$ cat config.mk
export PLATFORM = sky130hd
export DESIGN_NAME = timer_ctrl
export DESIGN_NICKNAME = d
export VERILOG_FILES = /design/src/rtl/timer_pkg.sv /design/src/rtl/timer_ctrl_tick_gen.sv /design/src/rtl/timer_ctrl.sv
export SDC_FILE = /design/constraint.sdc
export NUM_CORES = 1
export LEC_CHECK = 0
export CAP_MARGIN = 40
export CORE_MARGIN = 2
export CORE_UTILIZATION = 55
export CTS_BUF_LIST = sky130_fd_sc_hd__clkbuf_2
export DETAILED_ROUTE_END_ITERATION = 10
export PLACE_DENSITY = 0.77
export SLEW_MARGIN = 0
export SYNTH_ARGS = -nofsm -noshare
export SYNTH_HDL_FRONTEND = slang
export SYNTH_SLANG_ARGS = --single-unit
export TNS_END_PERCENT = 1
$ cat constraint.sdc
create_clock -name clk -period 2.61 [get_ports clk]
set_input_delay 0.261 -clock clk [delete_from_list [all_inputs] [get_ports clk]]
set_output_delay 0.261 -clock clk [all_outputs]
set_load 0.01 [all_outputs]
$ cat src/rtl/timer_pkg.sv
// Shared types and constants for the run/pause/clear one-second timer.
package timer_pkg;

    typedef enum logic [1:0] {
        IDLE  = 2'd0,
        RUN   = 2'd1,
        PAUSE = 2'd2,
        DONE  = 2'd3
    } state_t;

    localparam int DIGIT_W = 4;
    localparam logic [DIGIT_W-1:0] MAX_SEC = 4'd9;

    function automatic logic [DIGIT_W-1:0] clamp_digit(input logic [DIGIT_W-1:0] value);
        if (value > MAX_SEC) begin
            return MAX_SEC;
        end else begin
            return value;
        end
    endfunction

endpackage

$ cat src/rtl/timer_ctrl_tick_gen.sv
// Two-stage prescaler: pre divides by PRE_DIV, sub by SUB_DIV; tick marks the
// last cycle of each full PRE_DIV*SUB_DIV period while enabled.
module m_tick_gen #(
    parameter int PRE_DIV = 50000,
    parameter int SUB_DIV = 100
) (
    input  logic clk,
    input  logic rst,
    input  logic en,
    input  logic clr,
    output logic tick
);

    localparam int PRE_W = (PRE_DIV > 1) ? $clog2(PRE_DIV) : 1;
    localparam int SUB_W = (SUB_DIV > 1) ? $clog2(SUB_DIV) : 1;
    localparam logic [PRE_W-1:0] PRE_LAST = PRE_W'(PRE_DIV - 1);
    localparam logic [SUB_W-1:0] SUB_LAST = SUB_W'(SUB_DIV - 1);

    logic [PRE_W-1:0] pre_r;
    logic [SUB_W-1:0] sub_r;
    logic             pre_wrap_s;
    logic             sub_wrap_s;

    assign pre_wrap_s = (pre_r == PRE_LAST);
    assign sub_wrap_s = (sub_r == SUB_LAST);
    assign tick       = en && pre_wrap_s && sub_wrap_s;

    // Prescaler chain; clr beats en, and with neither the phase is frozen.
    always_ff @(posedge clk) begin
        if (rst || clr) begin
            pre_r <= {PRE_W{1'b0}};
            sub_r <= {SUB_W{1'b0}};
        end else if (en) begin
            if (pre_wrap_s) begin
                pre_r <= {PRE_W{1'b0}};
                sub_r <= sub_wrap_s ? {SUB_W{1'b0}} : sub_r + SUB_W'(1);
            end else begin
                pre_r <= pre_r + PRE_W'(1);
            end
        end
    end

endmodule

$ cat src/rtl/timer_ctrl.sv
// Run/pause/clear controller: FSM gating the prescaler, a 0..9 digit counting
// toward a preset latched at launch, and a one-hot seconds decode.
module timer_ctrl
    import timer_pkg::*;
#(
    parameter int PRE_DIV = 50000,
    parameter int SUB_DIV = 100
) (
    input  logic               clk,
    input  logic               rst,
    input  logic               start,
    input  logic               clear,
    input  logic               mode_up,
    input  logic [DIGIT_W-1:0] preset,
    output logic [DIGIT_W-1:0] cnt,
    output logic [9:0]         sec,
    output logic               running,
    output logic               done,
    output logic               tick
);

    state_t             state_r;
    state_t             state_nxt_s;
    logic [DIGIT_W-1:0] cnt_r;
    logic [DIGIT_W-1:0] target_r;
    logic [DIGIT_W-1:0] clamp_s;
    logic               mode_up_r;
    logic               launch_s;
    logic               at_end_s;
    logic               pre_en_s;
    logic               pre_clr_s;
    logic               tick_s;

    assign clamp_s   = clamp_digit(preset);
    assign pre_en_s  = (state_r == RUN);
    assign pre_clr_s = clear || launch_s || (state_r == IDLE) || (state_r == DONE);

    m_tick_gen #(
        .PRE_DIV (PRE_DIV),
        .SUB_DIV (SUB_DIV)
    ) u_tick_gen (
        .clk  (clk),
        .rst  (rst),
        .en   (pre_en_s),
        .clr  (pre_clr_s),
        .tick (tick_s)
    );

    // The step about to happen lands on the terminal value for this direction.
    always_comb begin
        if (mode_up_r) begin
            at_end_s = ((cnt_r + DIGIT_W'(1)) == target_r);
        end else begin
            at_end_s = (cnt_r == DIGIT_W'(1));
        end
    end

    // Next-state logic; clear outranks start in every state.
    always_comb begin
        state_nxt_s = state_r;
        launch_s    = 1'b0;
        if (clear) begin
            state_nxt_s = IDLE;
        end else begin
            case (state_r)
                IDLE, DONE: begin
                    if (start) begin
                        launch_s    = 1'b1;
                        state_nxt_s = (clamp_s == {DIGIT_W{1'b0}}) ? DONE : RUN;
                    end else begin
                        state_nxt_s = state_r;
                    end
                end
                RUN: begin
                    if (tick_s && at_end_s) begin
                        state_nxt_s = DONE;
                    end else if (start) begin
                        state_nxt_s = PAUSE;
                    end else begin
                        state_nxt_s = RUN;
                    end
                end
                PAUSE: begin
                    if (start) begin
                        state_nxt_s = RUN;
                    end else begin
                        state_nxt_s = PAUSE;
                    end
                end
                default: state_nxt_s = IDLE;
            endcase
        end
    end

    // State register.
    always_ff @(posedge clk) begin
        if (rst) begin
            state_r <= IDLE;
        end else begin
            state_r <= state_nxt_s;
        end
    end

    // Digit register plus the target and direction captured at launch.
    always_ff @(posedge clk) begin
        if (rst) begin
            cnt_r     <= {DIGIT_W{1'b0}};
            target_r  <= {DIGIT_W{1'b0}};
            mode_up_r <= 1'b0;
        end else if (clear) begin
            cnt_r <= {DIGIT_W{1'b0}};
        end else if (launch_s) begin
            target_r  <= clamp_s;
            mode_up_r <= mode_up;
            cnt_r     <= mode_up ? {DIGIT_W{1'b0}} : clamp_s;
        end else if ((state_r == RUN) && tick_s) begin
            cnt_r <= mode_up_r ? cnt_r + DIGIT_W'(1) : cnt_r - DIGIT_W'(1);
        end
    end

    assign cnt     = cnt_r;
    assign sec     = 10'd1 << cnt_r;
    assign running = (state_r == RUN);
    assign done    = (state_r == DONE);
    assign tick    = tick_s;

endmodule

==> impl_table.tex <==
\begin{tabular}{lr}
\hline
Metric & Value \\
\hline
\multicolumn{2}{l}{\textbf{STA}} \\
Portion of the clock cycle consumed by the worst path in the final layout & 92.33\% \\
Final clock skew & 0.02635 ns \\
Max Clk Rate & between 400 and 500 MHz \\
Final setup margin & roughly 0.20 ns \\
Summed negative setup slack over all endpoints & 0 ns \\
Max\_slew headroom & between 60\% and 70\% \\
Number of failing setup endpoints in the final timing report & 0 \\
Worst Max-Slew Pin Slew & approximately 0.48 ns \\
Setup repair after global routing missed its margin & no \\
Pins over their slew limit & 0 \\
Min cycle time layout & around 2.4 ns \\
Hold Vio Cnt, Final & 0 \\
\multicolumn{2}{l}{\textbf{Floorplan}} \\
Die height & $\sim$64 um \\
Full die area & 4104 um2 \\
I/O pin total & 26 \\
Initial core utilization & around three fifths \\
Die Width & 64.07 um \\
Std-Cell Core Area & between 3000 and 4000 um2 \\
Total number of placement rows & 21 \\
\multicolumn{2}{l}{\textbf{CTS}} \\
Maximum buffer depth of the clock tree & 2 \\
Clock Root Buffer & clkbuf\_2 \\
Clock edge transition at the registers on the reported setup and hold paths & 0.18 ns \\
Cts hold-fix bufs & 0 \\
Number of clock sinks & 34 \\
Post-CTS Setup Inserts & 0 \\
CTS H-tree lvls & 2 \\
Count of cells resized by post-cts repair & 0 \\
Clock latency on the worst-skew pair & approximately 0.37 ns \\
TritonCTS clock tree & done \\
Cts bufs inserted & 5 \\
\multicolumn{2}{l}{\textbf{GRT}} \\
Most crowded layer after global routing & met1 \\
Met2 track demand over resource & between 20 and 30\% \\
Vias in the first global route & around 1.4k \\
Global-route wire length before repair & 6.506 mm \\
M1 GR Usage & 29.24\% \\
Pin count of the biggest net entering global routing & 17 \\
Initial antenna violation count & 0 \\
GRT Util Overall & approximately 20\% \\
Grt total ovfl & 0 \\
Met3 track demand over resource in global routing & under 10\% \\
\multicolumn{2}{l}{\textbf{Synth}} \\
Post-Synthesis Cell Area & between 1500 and 2000 um2 \\
Instance count of the mapped netlist & around 230 \\
Part of the Yosys area used for sequential elements & 34.30\% \\
Avg Cell Area, Syn & about 8.6 um2 \\
Net count after synthesis & between 200 and 300 \\
Post-synthesis register bit count & 34 \\
Post-synth EDFFs & 0 \\
Post-synth ARST share & 0\% \\
Dominant register cell in the synthesized netlist & dfxtp\_1 \\
Distinct cell type count after synthesis & 44 \\
Synth warn & 0 \\
\multicolumn{2}{l}{\textbf{Setup path}} \\
Cell type of the slowest stage on the worst timing path & clkdlybuf4s50\_1 \\
Reg-to-reg slack, setup & between 0.4 and 0.5 ns \\
Crit path capture type & output pin \\
Worst reg2reg path startpoint & state\_r[0] \\
Depth of the worst register-to-register path & 7 \\
Sequence of cells on the critical path & inv\_1, ha\_1, and4\_1, nand4\_4, nor2\_2, clkdlybuf4s50\_1 \\
Crit Path Max Fanout & 4 \\
Classification of the worst setup path & flop to output pin \\
Critical Path Max Stage Delay & 0.57 ns \\
Required time of the critical path & around 2.4 ns \\
Arrival time at the worst endpoint & between 2 and 2.5 ns \\
Worst flop-to-flop path endpoint & u\_tick\_gen.pre\_r[10] \\
Category of the worst setup path launch point & flop \\
\multicolumn{2}{l}{\textbf{Power and ir drop}} \\
Leakage component of the power & $\sim$0.79 nW \\
Total chip power & between 0.001 and 0.0015 W \\
Maximum vdd ir drop & around 0.32 mV \\
PwrDens & 434.5 nW/um2 \\
\multicolumn{2}{l}{\textbf{Worst hold path}} \\
Tightest Hold Check Type & flop to flop \\
Min-Delay Path Depth & 2 \\
Hold\_sp & target\_r[3] \\
End point of the most critical hold path & target\_r[3] \\
\multicolumn{2}{l}{\textbf{Route}} \\
Router iterations before antenna repair & 4 \\
Number of DRC violations after detailed routing & 0 \\
Antenna-violating nets left & 0 \\
Total length of routed wires & $\sim$3.5 mm \\
Wire length per cell after detailed routing & 11.61 um \\
Via density & 5.190 \\
Initial drt markers & 74 \\
Count of vias placed by the detailed router & around 1.6k \\
\multicolumn{2}{l}{\textbf{Finish}} \\
Most frequent cells in the layout & 34 x nor2\_1, 32 x dfxtp\_1, 25 x clkdlybuf4s50\_1 \\
Diodes inserted & 0 \\
Multi-input logic area & between 1000 and 1500 um2 \\
Fraction of layout instances using a drive strength above 1 & roughly 9.7\% \\
Post-layout net count & 280 \\
Core utilization of the finished layout & about two thirds \\
Total area of sequential cells & 683.2 um2 \\
Area growth syn-to-layout & 17.15\% \\
Cell area after layout & between 2000 and 2500 um2 \\
Leading cell type in the layout, fill and taps excluded & nor2\_1 \\
Filler cells & between 200 and 300 \\
\multicolumn{2}{l}{\textbf{Placement}} \\
Half-perimeter wire length after detailed placement & 2.670 mm \\
Worst Setup Slack post-DPL & around 0.45 ns \\
Buffers added on ports & 25 \\
Cell area reported after detailed placement & 2257 um2 \\
Placer's final routability congestion estimate & roughly 0.80 \\
\multicolumn{2}{l}{\textbf{Job}} \\
Total of max-cap violations & 0 \\
\multicolumn{2}{l}{\textbf{Outcome}} \\
Status & complete, no violations \\
\hline
\end{tabular}
-- Yosys cell counts, types with 2 or more instances --
cell type	number	share of area, %
a21oi_1	12	3.0
and2_1	7	2.2
and3_1	7	2.2
buf_4	2	0.76
buf_6	2	1.1
dfxtp_1	34	34
ha_1	13	8.2
inv_1	9	1.7
mux2i_1	3	1.5
nand2_1	20	3.8
nand3_1	3	0.76
nand3b_1	2	0.76
nand4_1	7	2.2
nor2_1	34	6.4
nor2_2	2	0.63
nor2b_1	5	1.6
nor3_1	6	1.5
nor3_2	2	1.0
nor3b_1	2	0.76
nor4b_1	2	0.88
o21ai_0	6	1.5
or2_2	2	0.63
xnor2_1	19	8.4
xor2_1	10	4.4
-- critical path: cells and delay by family (launching register included) --
family	cells	cell delay (ns)
and+or+nand+nor	3	0.59
DFF	1	0.38
buffers and inverters	2	0.65
adders and majority gates	1	0.16
-- metrics by stage --
step,instances,hold slack (ns)
after floorplan,231,0.3301
after CTS,305,0.4823
after global routing,305,0.4784
final,305,0.4865
after global placement,297,0.4693
after detailed placement,297,0.4642
-- cell families (layout without fill, tap and decap cells) --
| logic type | Yosys count | after routing | share of synthesized area [%] |
|---|---|---|---|
| buffers and inverters | 16 | 44 | 4.223 |
| DFF | 34 | 34 | 34.30 |
| muxes | 3 | 3 | 1.513 |
| and+or+nand+nor | 110 | 110 | 30.58 |
| xor gates and xnor gates | 29 | 29 | 12.80 |
| AOI/OAI and AO/OA | 26 | 26 | 8.386 |
| adders and majority gates | 13 | 13 | 8.197 |
-- where the power goes --
group	switching [W]	total, W	internal [W]
registers	0.0000130	0.000542	0.000529
logic	0.0000640	0.000126	0.0000618
clock network	0.000172	0.000343	0.000171
total	0.000249	0.00101	0.000762
-- metal layers --
metal | part of all wire, % | routed length [um]
met5 | 0 | 0
met4 | 1.1 | 38
met3 | 4.3 | 153
met2 | 42 | 1478
met1 | 53 | 1870
-- flip-flops by register name (all words and copies together) (netlist names) --
register,count
cnt,4
mode_up_r,1
state_r,2
target_r,4
u_tick_gen.pre_r,16
u_tick_gen.sub_r,7
-- worst max path at each step --
| stage | from | cells after the start | end | slack, ns |
|---|---|---|---|---|
| after floorplan | cnt[0] | 6 | state_r[0] | 0.74 |
| final | state_r[1] | 6 | tick | 0.20 |
| after CTS | u_tick_gen.pre_r[0] | 5 | tick | 0.11 |
| after detailed placement | rst | 6 | u_tick_gen.pre_r[10] | 0.45 |
| after global routing | state_r[1] | 6 | tick | 0.03 |
| after global placement | rst | 6 | u_tick_gen.pre_r[10] | 0.56 |
-- cell type report --
type / instances / area share, %
sequential: 34 / 29.39
multi-input combinational: 181 / 52.48
clock inverter: 1 / 1.292
tap: 46 / 2.476
timing repair buffer: 27 / 11.41
inverter: 9 / 1.453
clock buffer: 7 / 1.507
No activity file was read; power rests on OpenSTA's default activity.
